<file path="src/rtl/lsu_ecc_wb_ctl.sv">
// LSU ECC write-back controller: captures single-bit-corrected DCCM bank words
// in DC3, qualifies them at DC4, queues them and arbitrates the single DCCM
// write port against store-buffer drain with starvation protection.
// Optional write-back counter enabled by defining LSU_ECC_WB_CNT_EN.
module lsu_ecc_wb_ctl #(
    parameter int unsigned DCCM_BITS  = 16,
    parameter int unsigned DATA_W     = 32,
    parameter int unsigned DEPTH      = 2,
    parameter int unsigned STARVE_MAX = 4
) (
    input  logic                 clk,
    input  logic                 rst_l,
    input  logic                 single_ecc_error_hi_dc3,
    input  logic                 single_ecc_error_lo_dc3,
    input  logic                 lsu_double_ecc_error_dc3,
    input  logic [DCCM_BITS-1:0] lsu_addr_dc3,
    input  logic [DCCM_BITS-1:0] end_addr_dc3,
    input  logic [DATA_W-1:0]    store_ecc_datafn_hi_dc3,
    input  logic [DATA_W-1:0]    store_ecc_datafn_lo_dc3,
    input  logic                 dec_tlu_core_ecc_disable,
    input  logic                 flush_dc4,
    input  logic                 stbuf_drain_req,
`ifdef LSU_ECC_WB_CNT_EN
    input  logic                 ecc_wb_count_clr,
    output logic [15:0]          ecc_wb_count,
`endif
    output logic                 stbuf_drain_gnt,
    output logic                 ecc_wr_en,
    output logic [DCCM_BITS-1:0] ecc_wr_addr,
    output logic [DATA_W-1:0]    ecc_wr_data,
    output logic                 ecc_wb_busy,
    output logic                 ecc_wb_ovf
);

    localparam int unsigned IDX_W = $clog2(DEPTH);
    localparam int unsigned PTR_W = IDX_W + 1;
    localparam int unsigned SC_W  = $clog2(STARVE_MAX + 1);

    // One-hot-style encoding: bit 0 drives ecc_wr_en, bit 1 drives stbuf_drain_gnt.
    typedef enum logic [1:0] {
        ST_IDLE  = 2'b00,
        ST_ECC   = 2'b01,
        ST_STBUF = 2'b10
    } arb_state_e;

    arb_state_e           state_q, nxt_state;

    logic                 dc4_lo_v, dc4_hi_v;
    logic [DCCM_BITS-1:0] dc4_lo_addr, dc4_hi_addr;
    logic [DATA_W-1:0]    dc4_lo_data, dc4_hi_data;

    logic [DCCM_BITS-1:0] fifo_addr [DEPTH];
    logic [DATA_W-1:0]    fifo_data [DEPTH];
    logic [PTR_W-1:0]     wr_ptr, rd_ptr;
    logic [PTR_W-1:0]     fifo_cnt, free_cnt, req_cnt, acc_cnt;
    logic [IDX_W-1:0]     wr_idx, wr_idx_p1, rd_idx;

    logic                 lo_v4, hi_v4, fifo_empty, work_avail, pop, drop;
    logic [DCCM_BITS-1:0] head_addr, enq0_addr, wr_addr_nxt;
    logic [DATA_W-1:0]    head_data, enq0_data, wr_data_nxt;
    logic [SC_W-1:0]      starve_cnt, starve_nxt;
    logic                 busy_nxt, ovf_nxt;
    logic                 unused_addr_lsbs;

    // Byte offsets are discarded: writes are word aligned.
    assign unused_addr_lsbs = ^{lsu_addr_dc3[1:0], end_addr_dc3[1:0]};

    // DC3 -> DC4 capture of qualified corrections.
    always_ff @(posedge clk or negedge rst_l) begin
        if (!rst_l) begin
            dc4_lo_v    <= 1'b0;
            dc4_hi_v    <= 1'b0;
            dc4_lo_addr <= '0;
            dc4_hi_addr <= '0;
            dc4_lo_data <= '0;
            dc4_hi_data <= '0;
        end else begin
            dc4_lo_v    <= single_ecc_error_lo_dc3 & ~lsu_double_ecc_error_dc3 & ~dec_tlu_core_ecc_disable;
            dc4_hi_v    <= single_ecc_error_hi_dc3 & ~lsu_double_ecc_error_dc3 & ~dec_tlu_core_ecc_disable;
            dc4_lo_addr <= {lsu_addr_dc3[DCCM_BITS-1:2], 2'b00};
            dc4_hi_addr <= {end_addr_dc3[DCCM_BITS-1:2], 2'b00};
            dc4_lo_data <= store_ecc_datafn_lo_dc3;
            dc4_hi_data <= store_ecc_datafn_hi_dc3;
        end
    end

    // Queue view: FIFO contents followed by surviving DC4 entries (bypass when empty).
    always_comb begin
        lo_v4      = dc4_lo_v & ~flush_dc4;
        hi_v4      = dc4_hi_v & ~flush_dc4;
        fifo_cnt   = wr_ptr - rd_ptr;
        fifo_empty = (wr_ptr == rd_ptr);
        work_avail = ~fifo_empty | lo_v4 | hi_v4;
        rd_idx     = rd_ptr[IDX_W-1:0];
        wr_idx     = wr_ptr[IDX_W-1:0];
        wr_idx_p1  = wr_idx + IDX_W'(1);
        enq0_addr  = lo_v4 ? dc4_lo_addr : dc4_hi_addr;
        enq0_data  = lo_v4 ? dc4_lo_data : dc4_hi_data;
        head_addr  = enq0_addr;
        head_data  = enq0_data;
        if (!fifo_empty) begin
            head_addr = fifo_addr[rd_idx];
            head_data = fifo_data[rd_idx];
        end
    end

    // Arbitration state register.
    always_ff @(posedge clk or negedge rst_l) begin
        if (!rst_l) begin
            state_q <= ST_IDLE;
        end else begin
            state_q <= nxt_state;
        end
    end

    // Next-state: who owns the write port next cycle.
    always_comb begin
        nxt_state = ST_IDLE;
        if (!work_avail) begin
            if (stbuf_drain_req) begin
                nxt_state = ST_STBUF;
            end
        end else if (stbuf_drain_req && (starve_cnt == SC_W'(STARVE_MAX))) begin
            nxt_state = ST_STBUF;
        end else begin
            nxt_state = ST_ECC;
        end
    end

    // Output/datapath next values: pop, enqueue acceptance, starvation, held write bus.
    always_comb begin
        pop         = (nxt_state == ST_ECC);
        free_cnt    = PTR_W'(DEPTH) - fifo_cnt + PTR_W'(pop);
        req_cnt     = PTR_W'(lo_v4) + PTR_W'(hi_v4);
        drop        = (req_cnt > free_cnt);
        acc_cnt     = drop ? free_cnt : req_cnt;
        starve_nxt  = starve_cnt;
        if (!stbuf_drain_req || (nxt_state == ST_STBUF)) begin
            starve_nxt = '0;
        end else if (starve_cnt != SC_W'(STARVE_MAX)) begin
            starve_nxt = starve_cnt + SC_W'(1);
        end
        wr_addr_nxt = pop ? head_addr : ecc_wr_addr;
        wr_data_nxt = pop ? head_data : ecc_wr_data;
        busy_nxt    = ~fifo_empty | dc4_lo_v | dc4_hi_v;
        ovf_nxt     = ecc_wb_ovf | drop;
    end

    // FIFO storage; validity is tracked by the pointers only.
    always_ff @(posedge clk) begin
        if (acc_cnt != '0) begin
            fifo_addr[wr_idx] <= enq0_addr;
            fifo_data[wr_idx] <= enq0_data;
        end
        if (acc_cnt == PTR_W'(2)) begin
            fifo_addr[wr_idx_p1] <= dc4_hi_addr;
            fifo_data[wr_idx_p1] <= dc4_hi_data;
        end
    end

    // Pointers, starvation counter and registered outputs.
    always_ff @(posedge clk or negedge rst_l) begin
        if (!rst_l) begin
            wr_ptr      <= '0;
            rd_ptr      <= '0;
            starve_cnt  <= '0;
            ecc_wr_addr <= '0;
            ecc_wr_data <= '0;
            ecc_wb_busy <= 1'b0;
            ecc_wb_ovf  <= 1'b0;
        end else begin
            wr_ptr      <= wr_ptr + acc_cnt;
            rd_ptr      <= rd_ptr + PTR_W'(pop);
            starve_cnt  <= starve_nxt;
            ecc_wr_addr <= wr_addr_nxt;
            ecc_wr_data <= wr_data_nxt;
            ecc_wb_busy <= busy_nxt;
            ecc_wb_ovf  <= ovf_nxt;
        end
    end

    assign ecc_wr_en       = state_q[0];
    assign stbuf_drain_gnt = state_q[1];

`ifdef LSU_ECC_WB_CNT_EN
    // Saturating count of correction writes; clear wins over increment.
    always_ff @(posedge clk or negedge rst_l) begin
        if (!rst_l) begin
            ecc_wb_count <= '0;
        end else if (ecc_wb_count_clr) begin
            ecc_wb_count <= '0;
        end else if (ecc_wr_en && (ecc_wb_count != 16'hFFFF)) begin
            ecc_wb_count <= ecc_wb_count + 16'd1;
        end
    end
`endif

endmodule

</file>
<file path="config.mk">
export PLATFORM = sky130hd
export DESIGN_NAME = lsu_ecc_wb_ctl
export DESIGN_NICKNAME = d
export VERILOG_FILES = /design/src/rtl/lsu_ecc_wb_ctl.sv
export SDC_FILE = /design/constraint.sdc
export NUM_CORES = 1
export LEC_CHECK = 0
export CAP_MARGIN = 40
export CORE_AREA = 2 2 244 126
export DETAILED_ROUTE_END_ITERATION = 8
export DIE_AREA = 0 0 246 128
export HOLD_SLACK_MARGIN = 0.02
export SLEW_MARGIN = 20
export SYNTH_ARGS = -nofsm -noshare
export SYNTH_HDL_FRONTEND = slang
export SYNTH_SLANG_ARGS = --single-unit
</file>
<file path="constraint.sdc">
create_clock -name clk -period 13.5 [get_ports clk]
set_input_delay 4.05 -clock clk [delete_from_list [all_inputs] [get_ports clk]]
set_output_delay 4.05 -clock clk [all_outputs]
set_load 0.05 [all_outputs]
</file>
==> results.toml, run 1 <==
[power]
p_leak_nw = 5.076
power.total_w = 0.003460
peakVddDrop_mv = 0.1387
powerDensity_nw_per_um2 = 268.4

[layout]
drive_gt1_share_pct = 18.43
area_growth_pct = 27.07
final_cells = 1240
diodes = 0
nets = 938

[drt]
final_antenna_net_count = 0
drc_errors = 0
routed_wl_um = 25710
wl_per_cell_um = 20.74
routed-via-count = 6203
viasPerCell = 5.002
firstDrtPassIters = 5
drtIter0Drc = 464

[clock_network]
clkLatencyLatePin_ns = 0.52
cts_root_buf = "clkbuf_16"
cts_resized = 0
postCtsHoldBufs = 0
cts_buffers = 23
cts_tree = "yes"
cts.sinks = 243
clk_pin_slew_worst_paths_ns = 0.06
clockBufferDepth = 3
cts_setup_buffers = 0
htreeDepth = 1

[logic_synthesis]
postSynthAreaPerCell_um2 = 14.92
synthSimpleGateAreaFrac_pct = 3.058
syn_inst = 680
yosysSeqAreaShare_pct = 64.47
synth-compound-area-share_pct = 11.44
synth_cell_types = 38
synthXorXnorAreaFrac_pct = 0.6906
synth_top_family_by_area = "multiplexers"
synth-seq-cells = 243
synth.area.mux_share_pct = 16.43
yosys_warnings = 0
synth_fa_ha_area_share_pct = 1.233
async_reset_ff_share_pct = 62.14
synth_area_um2 = 10150
synth_edf_count = 92
synth_flop_cell = "dfrtp_1"

[global_route]
grt_pass1_vias = 6372
grtUsageTotal_pct = 16.65
grt_pass1_wl_um = 39740
antenna_found_initial = 0
overflow = 0
grt_max_degree = 77

[sta]
rsz0062_at_grt = "false"
relSlewSlack_pct = 49.26
finalCriticalPeriod_ns = 8.479
fin_hold_ws_ns = 0.4607
setup_viol = 0
timing.fmax_mhz = 117.9
fin_crit_sh_pct = 62.81
slew_viol_final = 0
fin_ws_ns = 5.021
tns_ns = 0
clock_skew_ns = 0.01087
hold_viol = 0
worst_slew_pin_slew_ns = 0.7611

[floorplan]
die_w_um = 246
initial_core_util_pct = 34.32
fp.coreArea_um2 = 29560
ioPinCount = 156
chipHeight_um = 128
row_count = 45
fp.dieArea_um2 = 31490

[critical_path]
rrSetupSlack_ns = 8.29
cp.arrival_ns = 8.67
cp-start-kind = "primary input"
timing.rr.end = "fifo_data[1][10]$_DFFE_PP_"
path_class = "in2reg"
cp-end-kind = "flip-flop"
rr_worst_depth = 16
required_ns = 13.69
r2r_start = "rd_ptr[0]$_DFF_PN0_"
cp_max_fo = 49

[placement]
port_buffers = 149
dp_slack_ns = 4.405
gp_congestion = 0.7219
placed_cells = 1198
dp_hpwl_um = 15300

[run_status]
status = "finished, final reports clean"

[flow_run]
max-cap-violations = 0

[hold_path]
min_to = "starve_cnt[0]$_DFFE_PN0P_"
min_path_type = "reg2reg"
hp-start = "starve_cnt[0]$_DFFE_PN0P_"
whs_path_depth = 1
==> critical path, cell delays in order <==
cell and delay [ns]:
buf_2 0.08, buf_4 0.53, o21bai_1 0.20, nand3b_1 0.17
nand2_2 0.11, buf_4 0.58, ha_1 0.36, inv_1 0.05
ha_1 0.14, xnor2_1 0.13, xnor2_1 0.18, inv_1 0.08
ha_1 0.23, mux2i_1 0.26, o221ai_4 0.20, or2_2 0.38
o21ai_4 0.43, buf_4 0.44
==> layout make-up <==
cell class / instances / area [um^2]
fill: 2669 / 16670
sequential: 243 / 6546
multi-input combinational: 379 / 3388
timing repair buffer: 167 / 1695
clock buffer: 39 / 706.9
tap: 399 / 499.2
inverter: 10 / 37.54
clock inverter: 3 / 18.77
==> registers in the layout, summed over array words and instances, names as in the netlist, 2 cells and up <==
name,flops
rd_ptr,2
dc4_hi_addr,14
dc4_lo_addr,14
ecc_wr_addr,14
state_q,2
starve_cnt,3
dc4_hi_data,32
wr_ptr,2
fifo_addr,28
dc4_lo_data,32
fifo_data,64
ecc_wr_data,32
==> layout by cell type, fill, tap and decap left out, types with 2 or more instances in the layout <==
| cell | instances |
|---|---|
| clkbuf_8 | 5 |
| clkdlybuf4s50_1 | 147 |
| conb_1 | 2 |
| ha_1 | 10 |
| nor2_1 | 3 |
| buf_16 | 3 |
| mux2_1 | 3 |
| a32o_1 | 46 |
| dfrtp_1 | 149 |
| mux2_2 | 49 |
| inv_1 | 10 |
| a22oi_1 | 46 |
| o21ai_0 | 47 |
| clkbuf_16 | 24 |
| mux2_4 | 40 |
| edfxtp_1 | 92 |
| clkinv_2 | 2 |
| nor2b_1 | 3 |
| buf_4 | 14 |
| clkbuf_1 | 10 |
| xnor2_1 | 5 |
| nand3b_1 | 2 |
| mux2i_1 | 48 |
| nor3b_1 | 2 |
| xor2_1 | 3 |
| nand2b_1 | 2 |
| nand2_1 | 49 |
==> where the power goes <==
| part | internal (W) | total, W | switching, W |
|---|---|---|---|
| logic | 0.000605 | 0.00158 | 0.000978 |
| clock network | 0.000356 | 0.000630 | 0.000274 |
| registers | 0.00112 | 0.00125 | 0.000130 |
==> cells in the mapped netlist (all sizes together), types with 2 or more instances <==
master | number | area [um^2]
a22oi | 46 | 345.3
a32o | 47 | 471.7
buf | 22 | 128.9
clkbuf | 27 | 101.4
dfrtp | 151 | 3779
edfxtp | 92 | 2763
ha | 10 | 125.1
inv | 10 | 37.54
mux2 | 92 | 1186
mux2i | 48 | 480.5
nand2 | 50 | 187.7
nand2b | 3 | 18.77
nand3 | 2 | 10.01
nand3b | 2 | 15.01
nor2 | 4 | 15.01
nor2b | 4 | 25.02
nor3b | 2 | 15.01
o21ai | 48 | 240.2
xnor2 | 5 | 43.79
xor2 | 3 | 26.28
==> per-stage QoR <==
stage	util, %	instance area, um^2
3_5_place_dp	41.16	12170
3_3_place_gp	40.81	12060
4_1_cts	43.61	12890
2_1_floorplan	-	10150
5_1_grt	43.61	12890
6_report	43.61	12890
==> routing by layer <==
metal / up-vias / track usage [%] / share of wire (%)
met1: 3148 / 25.46 / 50
met2: 177 / 24.59 / 43
met4: 0 / 2.496 / 1.1
met3: 26 / 3.559 / 5.8
met5: - / 0 / 0
li1: 2852 / - / -
==> worst max path at each step <==
stage | start | to | slack [ns]
2_1_floorplan | flush_dc4 | fifo_addr[1][10]$_DFFE_PP_ | 3.02
3_3_place_gp | flush_dc4 | fifo_data[0][13]$_DFFE_PP_ | 4.06
3_5_place_dp | flush_dc4 | fifo_data[1][23]$_DFFE_PP_ | 4.41
4_1_cts | flush_dc4 | fifo_data[1][10]$_DFFE_PP_ | 4.96
5_1_grt | flush_dc4 | fifo_data[1][12]$_DFFE_PP_ | 4.62
6_report | flush_dc4 | fifo_data[1][10]$_DFFE_PP_ | 5.02
==> logic make-up (layout without fill, tap and decap cells) <==
kind of cell / after synthesis / count (layout)
adders and majority gates: 10 / 10
other: 1 / 2
DFF: 243 / 243
xor gates and xnor gates: 8 / 8
and+or+nand+nor: 71 / 71
buffers and inverters: 59 / 219
AOI/OAI and AO/OA: 148 / 148
muxes: 140 / 140
Power figures use the tool's default switching activity.
==> inputs of run 2 (changes only) <==
Clock period 13.5 ns to 7.5 ns, I/O delays scaled along.
==> run 2 against run 1 <==
Via count increased by 0.84%. Core utilization decreased by 0.080 points. Combinational power increased by 75%. Largest cell class unchanged. Worst hold slack got worse by 0.0029 ns. Critical path type unchanged.
==> results.toml, run 2 (synthesis gave the netlist of run 1 again) <==
[run_status]
status = "finished, final reports clean"

[hold_path]
min_path_type = "reg2reg"
whs_path_depth = 1

[flow_run]
max-cap-violations = 0

[layout]
area_growth_pct = 26.83
regMostFlops = "fifo_data"
drive_gt1_share_pct = 18.85
nFillCells = 2673
layout_commonest_cell = "dfrtp_1"
largest_reg_flops = 64
diodes = 0
final_core_util_pct = 43.53
nets = 935
layout_common_cells = "dfrtp_1, clkdlybuf4s50_1, edfxtp_1"

[sta]
fin_crit_sh_pct = 75.33
clock_skew_ns = 0.02362
setup_viol = 0
tns_ns = 0
timing.fmax_mhz = 177.0
hold_viol = 0
worst_slew_pin_slew_ns = 0.8148
slew_viol_final = 0
rsz0062_at_grt = "false"
relSlewSlack_pct = 45.56
finalCriticalPeriod_ns = 5.649

[critical_path]
rr_worst_depth = 16
slowest_delay_ns = 0.67
cp-start-kind = "primary input"
critical_path.top_delay_family = "buffers and inverters"
cp_max_fo = 36
timing.critical_path.buf_inv = 4
required_ns = 7.77
path_class = "in2reg"
cp.arrival_ns = 5.92
cp_common_cell = "ha_1"
cp.depth = 15
path_cells = "clkdlybuf4s50_1 > nand3_2 > nand2_2 > ha_1 > inv_1 > ha_1 > xnor2_1 > xnor2_1 > inv_1 > ha_1 > mux2i_1 > o221ai_4 > o31ai_4 > buf_12 > mux2_2"
cp_slowest_cell = "o31ai_4"
cp-end-kind = "flip-flop"

[global_route]
grtUsageTotal_pct = 16.52
grt_max_degree = 79
overflow = 0
grt_pass1_vias = 6513
antenna_found_initial = 0
grt_pass1_wl_um = 39610

[placement]
gp_congestion = 0.7133
port_buffers = 149
dp_hpwl_um = 15050

[drt]
routed-via-count = 6255
firstDrtPassIters = 5
routed_wl_um = 25520
final_antenna_net_count = 0
wl_per_cell_um = 20.63
viasPerCell = 5.057
drc_errors = 0
drtIter0Drc = 448

[clock_network]
clkLatencyLatePin_ns = 0.53
postCtsHoldBufs = 0
cts_resized = 0
cts_root_buf = "clkbuf_16"
htreeDepth = 1
clockBufferDepth = 3
cts.sinks = 243
cts_tree = "yes"
cts_setup_buffers = 0
clk_pin_slew_worst_paths_ns = 0.06
cts_buffers = 23

[floorplan]
fp.coreArea_um2 = 29560
chipHeight_um = 128
fp.dieArea_um2 = 31490
ioPinCount = 156
die_w_um = 246
initial_core_util_pct = 34.32
row_count = 45

[power]
power.total_w = 0.006186
peakVddDrop_mv = 0.5190
p_leak_nw = 5.071
powerDensity_nw_per_um2 = 480.7
-- run 2: changes by cell type in the layout (fill, tap and decap cells not counted), sizes merged --
| cell | change |
|---|---|
| clkinv | +5 |
| buf | -3 |
| clkinvlp | +1 |
| inv | +2 |
| bufinv | +1 |
| clkbuf | -9 |
-- run 2: path summary, 6_finish.rpt --
check / from / to / slack [ns]
setup / recovery: stbuf_drain_req / fifo_data[0][1]$_DFFE_PP_ / 1.85
hold / removal: starve_cnt[0]$_DFFE_PN0P_ / starve_cnt[0]$_DFFE_PN0P_ / 0.46
setup reg to reg: rd_ptr[0]$_DFF_PN0_ / fifo_data[0][1]$_DFFE_PP_ / 2.52
hold reg to reg: starve_cnt[0]$_DFFE_PN0P_ / starve_cnt[0]$_DFFE_PN0P_ / 0.46
max in group asynchronous: rst_l / rd_ptr[0]$_DFF_PN0_ / 4.90
min in group asynchronous: rst_l / dc4_hi_data[30]$_DFF_PN0_ / 1.58
-- run 2: layer usage --
| layer | share of wire [%] | GRT usage (%) | vias to the layer above | wire length [um] |
|---|---|---|---|---|
| met5 | 0 | 0 | - | 0 |
| met4 | 1.5 | 3.102 | 0 | 372 |
| met3 | 6.2 | 3.308 | 31 | 1570 |
| met2 | 42 | 24.36 | 206 | 10710 |
| met1 | 50 | 25.19 | 3164 | 12870 |
| li1 | - | - | 2854 | - |
-- run 2: worst reg2reg max path, stage by stage, from the launching register on --
cell and delay (ns):
dfrtp_4 0.72, buf_12 0.32, xor2_1 0.32, nand3b_1 0.24
nand2_2 0.09, ha_1 0.27, inv_1 0.04, ha_1 0.17
xnor2_1 0.19, xnor2_1 0.17, inv_1 0.07, ha_1 0.23
mux2i_1 0.27, o221ai_4 0.20, o31ai_4 0.67, buf_12 0.31
mux2_2 0.46
-- run 2: power by group --
group	switching (W)	internal (W)	leakage [nW]
logic	0.00175	0.00102	2.10
registers	0.000235	0.00202	2.60
clock network	0.000520	0.000653	0.373
-- run 2: area by class of cell --
cell class,count,area [um^2],share of cell area [%]
Tap cell,399,499.2,3.879
Multi-Input combinational cell,379,3388,26.33
Clock buffer,30,651.9,5.066
Sequential cell,243,6546,50.87
Timing Repair Buffer,164,1645,12.79
Inverter,10,37.54,0.2917
Clock inverter,12,100.1,0.7778
-- run 2: stage by stage --
step / instances / setup slack, ns / hold slack [ns] / instance area (um^2)
5_1_grt: 1237 / 1.650 / 0.4983 / 12870
3_3_place_gp: 1193 / 1.365 / 0.4484 / 12070
4_1_cts: 1237 / 1.884 / 0.4629 / 12870
6_report: 1237 / 1.851 / 0.4578 / 12870
2_1_floorplan: 681 / 0.05674 / 0.4297 / 10150
3_5_place_dp: 1195 / 1.338 / 0.4545 / 12120
==> inputs of run 3 (changes only) <==
Clock period 7.5 ns to 5.8 ns, I/O delays scaled along.
==> run 3 against run 2 <==
Clock-buffer cell count is 2 higher. Clock skew is 0.0012 ns higher. Clock power is 34% higher. Cell area is 0.81% higher. Sequential share of layout area is 0.41 points lower. Combinational power is 33% higher. Routed wire length hardly changed.
==> results.toml, run 3 (synthesis gave the netlist of run 1 again) <==
[run_status]
status = "finished, final reports clean"

[clock_network]
cts.sinks = 243
clkLatencyLatePin_ns = 0.54
postCtsHoldBufs = 0
cts_buffers = 24
cts_root_buf = "clkbuf_16"
clk_pin_slew_worst_paths_ns = 0.08
cts_setup_buffers = 0
cts_resized = 0
clockBufferDepth = 3
htreeDepth = 1
cts_tree = "yes"

[floorplan]
row_count = 45
ioPinCount = 156
fp.dieArea_um2 = 31490
initial_core_util_pct = 34.32
chipHeight_um = 128
fp.coreArea_um2 = 29560
die_w_um = 246

[drt]
drtIter0Drc = 505
routed-via-count = 6249
routed_wl_um = 25520
firstDrtPassIters = 5
viasPerCell = 5.015
final_antenna_net_count = 0
drc_errors = 0
wl_per_cell_um = 20.48

[placement]
port_buffers = 149
gp_congestion = 0.7187
dp_hpwl_um = 15140
dpl_cell_area_um2 = 12180

[layout]
final_area_um2 = 12970
multi_input_area_um2 = 3388
nets = 941
layout_commonest_cell = "dfrtp_1"
drive_gt1_share_pct = 18.82
nFillCells = 2699
regMostFlops = "fifo_data"
layout_common_cells = "dfrtp_1, clkdlybuf4s50_1, edfxtp_1"
largest_reg_flops = 64
regArea_um2 = 6546
area_growth_pct = 27.86

[hold_path]
hp-start = "starve_cnt[0]$_DFFE_PN0P_"
whs_path_depth = 1
min_to = "starve_cnt[0]$_DFFE_PN0P_"
min_path_type = "reg2reg"

[sta]
clock_skew_ns = 0.02486
tns_ns = 0
hold_viol = 0
setup_viol = 0
relSlewSlack_pct = 49.68
fin_crit_sh_pct = 83.18
rsz0062_at_grt = "false"
worst_slew_pin_slew_ns = 0.7548
slew_viol_final = 0
timing.fmax_mhz = 207.3
finalCriticalPeriod_ns = 4.825

[critical_path]
path_class = "in2reg"
cp_common_cell = "ha_1"
path_cells = "clkdlybuf4s50_1 > nand3_2 > nand2_2 > ha_1 > inv_1 > ha_1 > xnor2_1 > xnor2_1 > inv_1 > ha_1 > mux2i_1 > o221ai_4 > o31ai_4 > buf_4 > mux2_2"
rrSetupSlack_ns = 1.55
cp-start-kind = "primary input"
cp-end-kind = "flip-flop"
rr_worst_depth = 15
timing.rr.end = "fifo_addr[0][8]$_DFFE_PP_"
required_ns = 6.07
timing.critical_path.buf_inv = 4
cp.arrival_ns = 5.10
r2r_start = "wr_ptr[0]$_DFF_PN0_"
cp_slowest_cell = "clkdlybuf4s50_1"
critical_path.top_delay_family = "buffers and inverters"
slowest_delay_ns = 0.46
cp_max_fo = 27

[flow_run]
max-cap-violations = 0

[power]
p_leak_nw = 5.108
peakVddDrop_mv = 0.4711
power.total_w = 0.008099
powerDensity_nw_per_um2 = 624.3

[global_route]
overflow = 0
grt_pass1_vias = 6457
antenna_found_initial = 3
grtUsageTotal_pct = 16.46
grt_max_degree = 70
grt_pass1_wl_um = 39340
run 3: cell types whose count changed in the layout (fill, tap and decap cells not counted), moves of 3 or more:
cell,change
buf_4,+3
clkbuf_1,+3
clkinv_1,+3
clkinv_2,-4
run 3: power breakdown:
part / internal (W) / leakage (nW) / switching (W)
Sequential: 0.00260 / 2.60 / 0.000257
Clock: 0.000895 / 0.375 / 0.000673
Combinational: 0.00137 / 2.13 / 0.00230
Total: 0.00487 / 5.11 / 0.00323
run 3: worst max path at each step:
stage          depth (start not counted)  slack [ns]                         end             from
4_1_cts                               15        0.98  fifo_addr[0][14]$_DFFE_PP_  stbuf_drain_req
3_5_place_dp                          15        0.43   fifo_data[0][2]$_DFFE_PP_  stbuf_drain_req
5_1_grt                               15        0.79  fifo_data[0][27]$_DFFE_PP_  stbuf_drain_req
3_3_place_gp                          15        0.47   fifo_data[0][0]$_DFFE_PP_  stbuf_drain_req
6_report                              15        0.98   fifo_addr[0][8]$_DFFE_PP_  stbuf_drain_req
2_1_floorplan                         16        0.14  fifo_addr[0][10]$_DFFE_PP_        flush_dc4
run 3: layer usage:
layer / vias up / routed length [um] / GRT usage, %
met2: 164 / 11390 / 25.20
li1: 2865 / - / -
met4: 2 / 304 / 2.567
met3: 26 / 1588 / 4.019
met5: - / 13 / 0
met1: 3192 / 12220 / 24.09
run 3: through the flow:
step	utilization [%]	std cells	worst slack [ns]	hold slack (ns)
global placement	41.04	1198	0.4681	0.4507
detailed placement	41.20	1200	0.4281	0.4627
finish	43.89	1246	0.9753	0.4682
floorplan	-	681	0.1432	0.4297
CTS	43.87	1244	0.9791	0.4730
global route	43.87	1244	0.7938	0.5140
run 3: layout make-up:
type	count	area share (%)
clock buffers	32	5.093
well taps	399	3.848
multi-input cells	379	26.12
inverters	10	0.2894
diodes	2	0.03858
clock inverters	12	0.9838
flip-flops and latches	243	50.46
repair buffers	169	13.17
==> edit: new RTL, config.mk and constraints of run 3 <==
Change the parameter `DCCM_BITS` from 16 to 18.
--- a/src/rtl/lsu_ecc_wb_ctl.sv
+++ b/src/rtl/lsu_ecc_wb_ctl.sv
@@ -3,7 +3,7 @@
 // write port against store-buffer drain with starvation protection.
 // Optional write-back counter enabled by defining LSU_ECC_WB_CNT_EN.
 module lsu_ecc_wb_ctl #(
-    parameter int unsigned DCCM_BITS  = 16,
+    parameter int unsigned DCCM_BITS  = 18,
     parameter int unsigned DATA_W     = 32,
     parameter int unsigned DEPTH      = 2,
     parameter int unsigned STARVE_MAX = 4
Interface: changed (resized ecc_wr_addr, end_addr_dc3 and lsu_addr_dc3); port bits go from 156 to 162. No check against the original RTL was run, so the function may have changed too.
==> edit against run 3 <==
  * Cell count rose by 2.3%
  * Synthesized area grew 2.5%
  * Power increased by 2.7%
  * Setup slack gained 0.057 ns
  * Count of clock-buffer cells in the layout increased by 1
  * Final area rose by 2.3%
  * Sequential cell count increased by 10
  * Via count rose by 3.8%
  * Routed wire length rose by 3.4%
  * Sequential power grew 4%
  * Register-to-register slack improved by 0.10 ns
  * Largest cell class unchanged
  * Largest power group unchanged
==> edit: results (changes against run 3) <==
Timing
  • Final worst clock skew: 0.0143 ns (-0.0105 ns)
  • Tmin final: 4.77 ns (-0.0565 ns)
  • Final hold slack: 0.470 ns (+0.00211 ns)

Layout
  • Register area: 6820 um2 (+4.1%)
  • Non-filler cells in the finished layout: 1275 (+2.3%)
  • Fraction of final layout cells with drive strength greater than 1: 16.6% (-2.2 points)
  • Net count of the finished layout: 975 (+3.6%)

Detailed routing
  • Pre-antenna DRT Iters: 7 (+2)
  • Via density per instance: 5.09 (+1.5%)
  • Routed WL: 26400 um (+3.4%)
  • Initial detailed-routing violation count: 434 (-14%)

CTS
  • Register clock-pin slew on the reported worst setup and hold paths: 0.06 ns (-0.02 ns)

GRT
  • Pin count of the biggest net entering global routing: 56 (-20%)
  • Number of antenna violations at the first check in global routing: 1 (-2)
  • Vias in the first global route: 6608 (+2.3%)
  • Wire length of the first global-routing pass: 40900 um (+3.9%)
  • Overall global routing resource usage: 17.2% (+0.74 points)

Placement
  • Gpl congestion: 0.744 (+3.5%)
  • HPWL reported at the end of detailed placement: 15600 um (+3.3%)
  • Count of placed standard cells including taps: 1229 (+2.4%)

Pwr
  • Switching Power: 3310 uW (+2.5%)
  • Worst-case vdd ir drop: 744 uV (+58%)
  • Leakage power summed over all cells: 0.00507 uW (-0.65%)

Setup path
  • End of the worst register-to-register path: fifo_data[0][28]
  • Crit-path max cell delay: 0.50 ns (+0.04 ns)
  • Crit Path Max Fanout: 17 (-37%)

Synth
  • EDFF count, synth: 96 (+4.3%)
  • Share of the yosys chip area belonging to registers: 65.5% (+1.0 points)
  • Biggest area contributors in the synthesized netlist: sky130_fd_sc_hd__dfrtp_1 (38%), sky130_fd_sc_hd__edfxtp_1 (28%), sky130_fd_sc_hd__mux2_2 (7.8%)
  • Netlist cell types: 35 (-7.9%)
  • Fraction of synthesis flops using an asynchronous set or reset pin: 62.1% (-0.085 points)

Status
  • Status: complete, no violations
edit: kinds of logic (layout without fill, tap and decap cells):
family	Yosys count	in the layout	share of synthesized area, %
AO/OA/AOI/OAI	154	154	11.4
multiplexers	146	146	15.2
buffers and inverters	64	229	2.96
adder cells (fa/ha/maj)	10	10	1.20
XOR/XNOR	8	8	0.674
AND/OR/NAND/NOR	73	73	3.06
flip-flops	253	253	65.5
other	1	3	0.0360
edit: metal layers:
metal / vias to the layer above / routed length, um / track usage [%]
met1: 3299 / 13100 / 26.3
met2: 180 / 11100 / 24.8
met5: - / 0 / 0
li1: 2974 / - / -
met3: 35 / 1670 / 4.12
met4: 0 / 480 / 3.28
edit: area by class of cell:
class                           instances  share of cell area, %
Sequential cell                       253                   51.4
Multi-Input combinational cell        393                   25.2
Timing Repair Buffer                  174                   13.3
Clock buffer                           33                   5.09
Tap cell                              399                   3.76
Clock inverter                         12                  0.924
Inverter                               10                  0.283
Antenna cell                            1                 0.0189
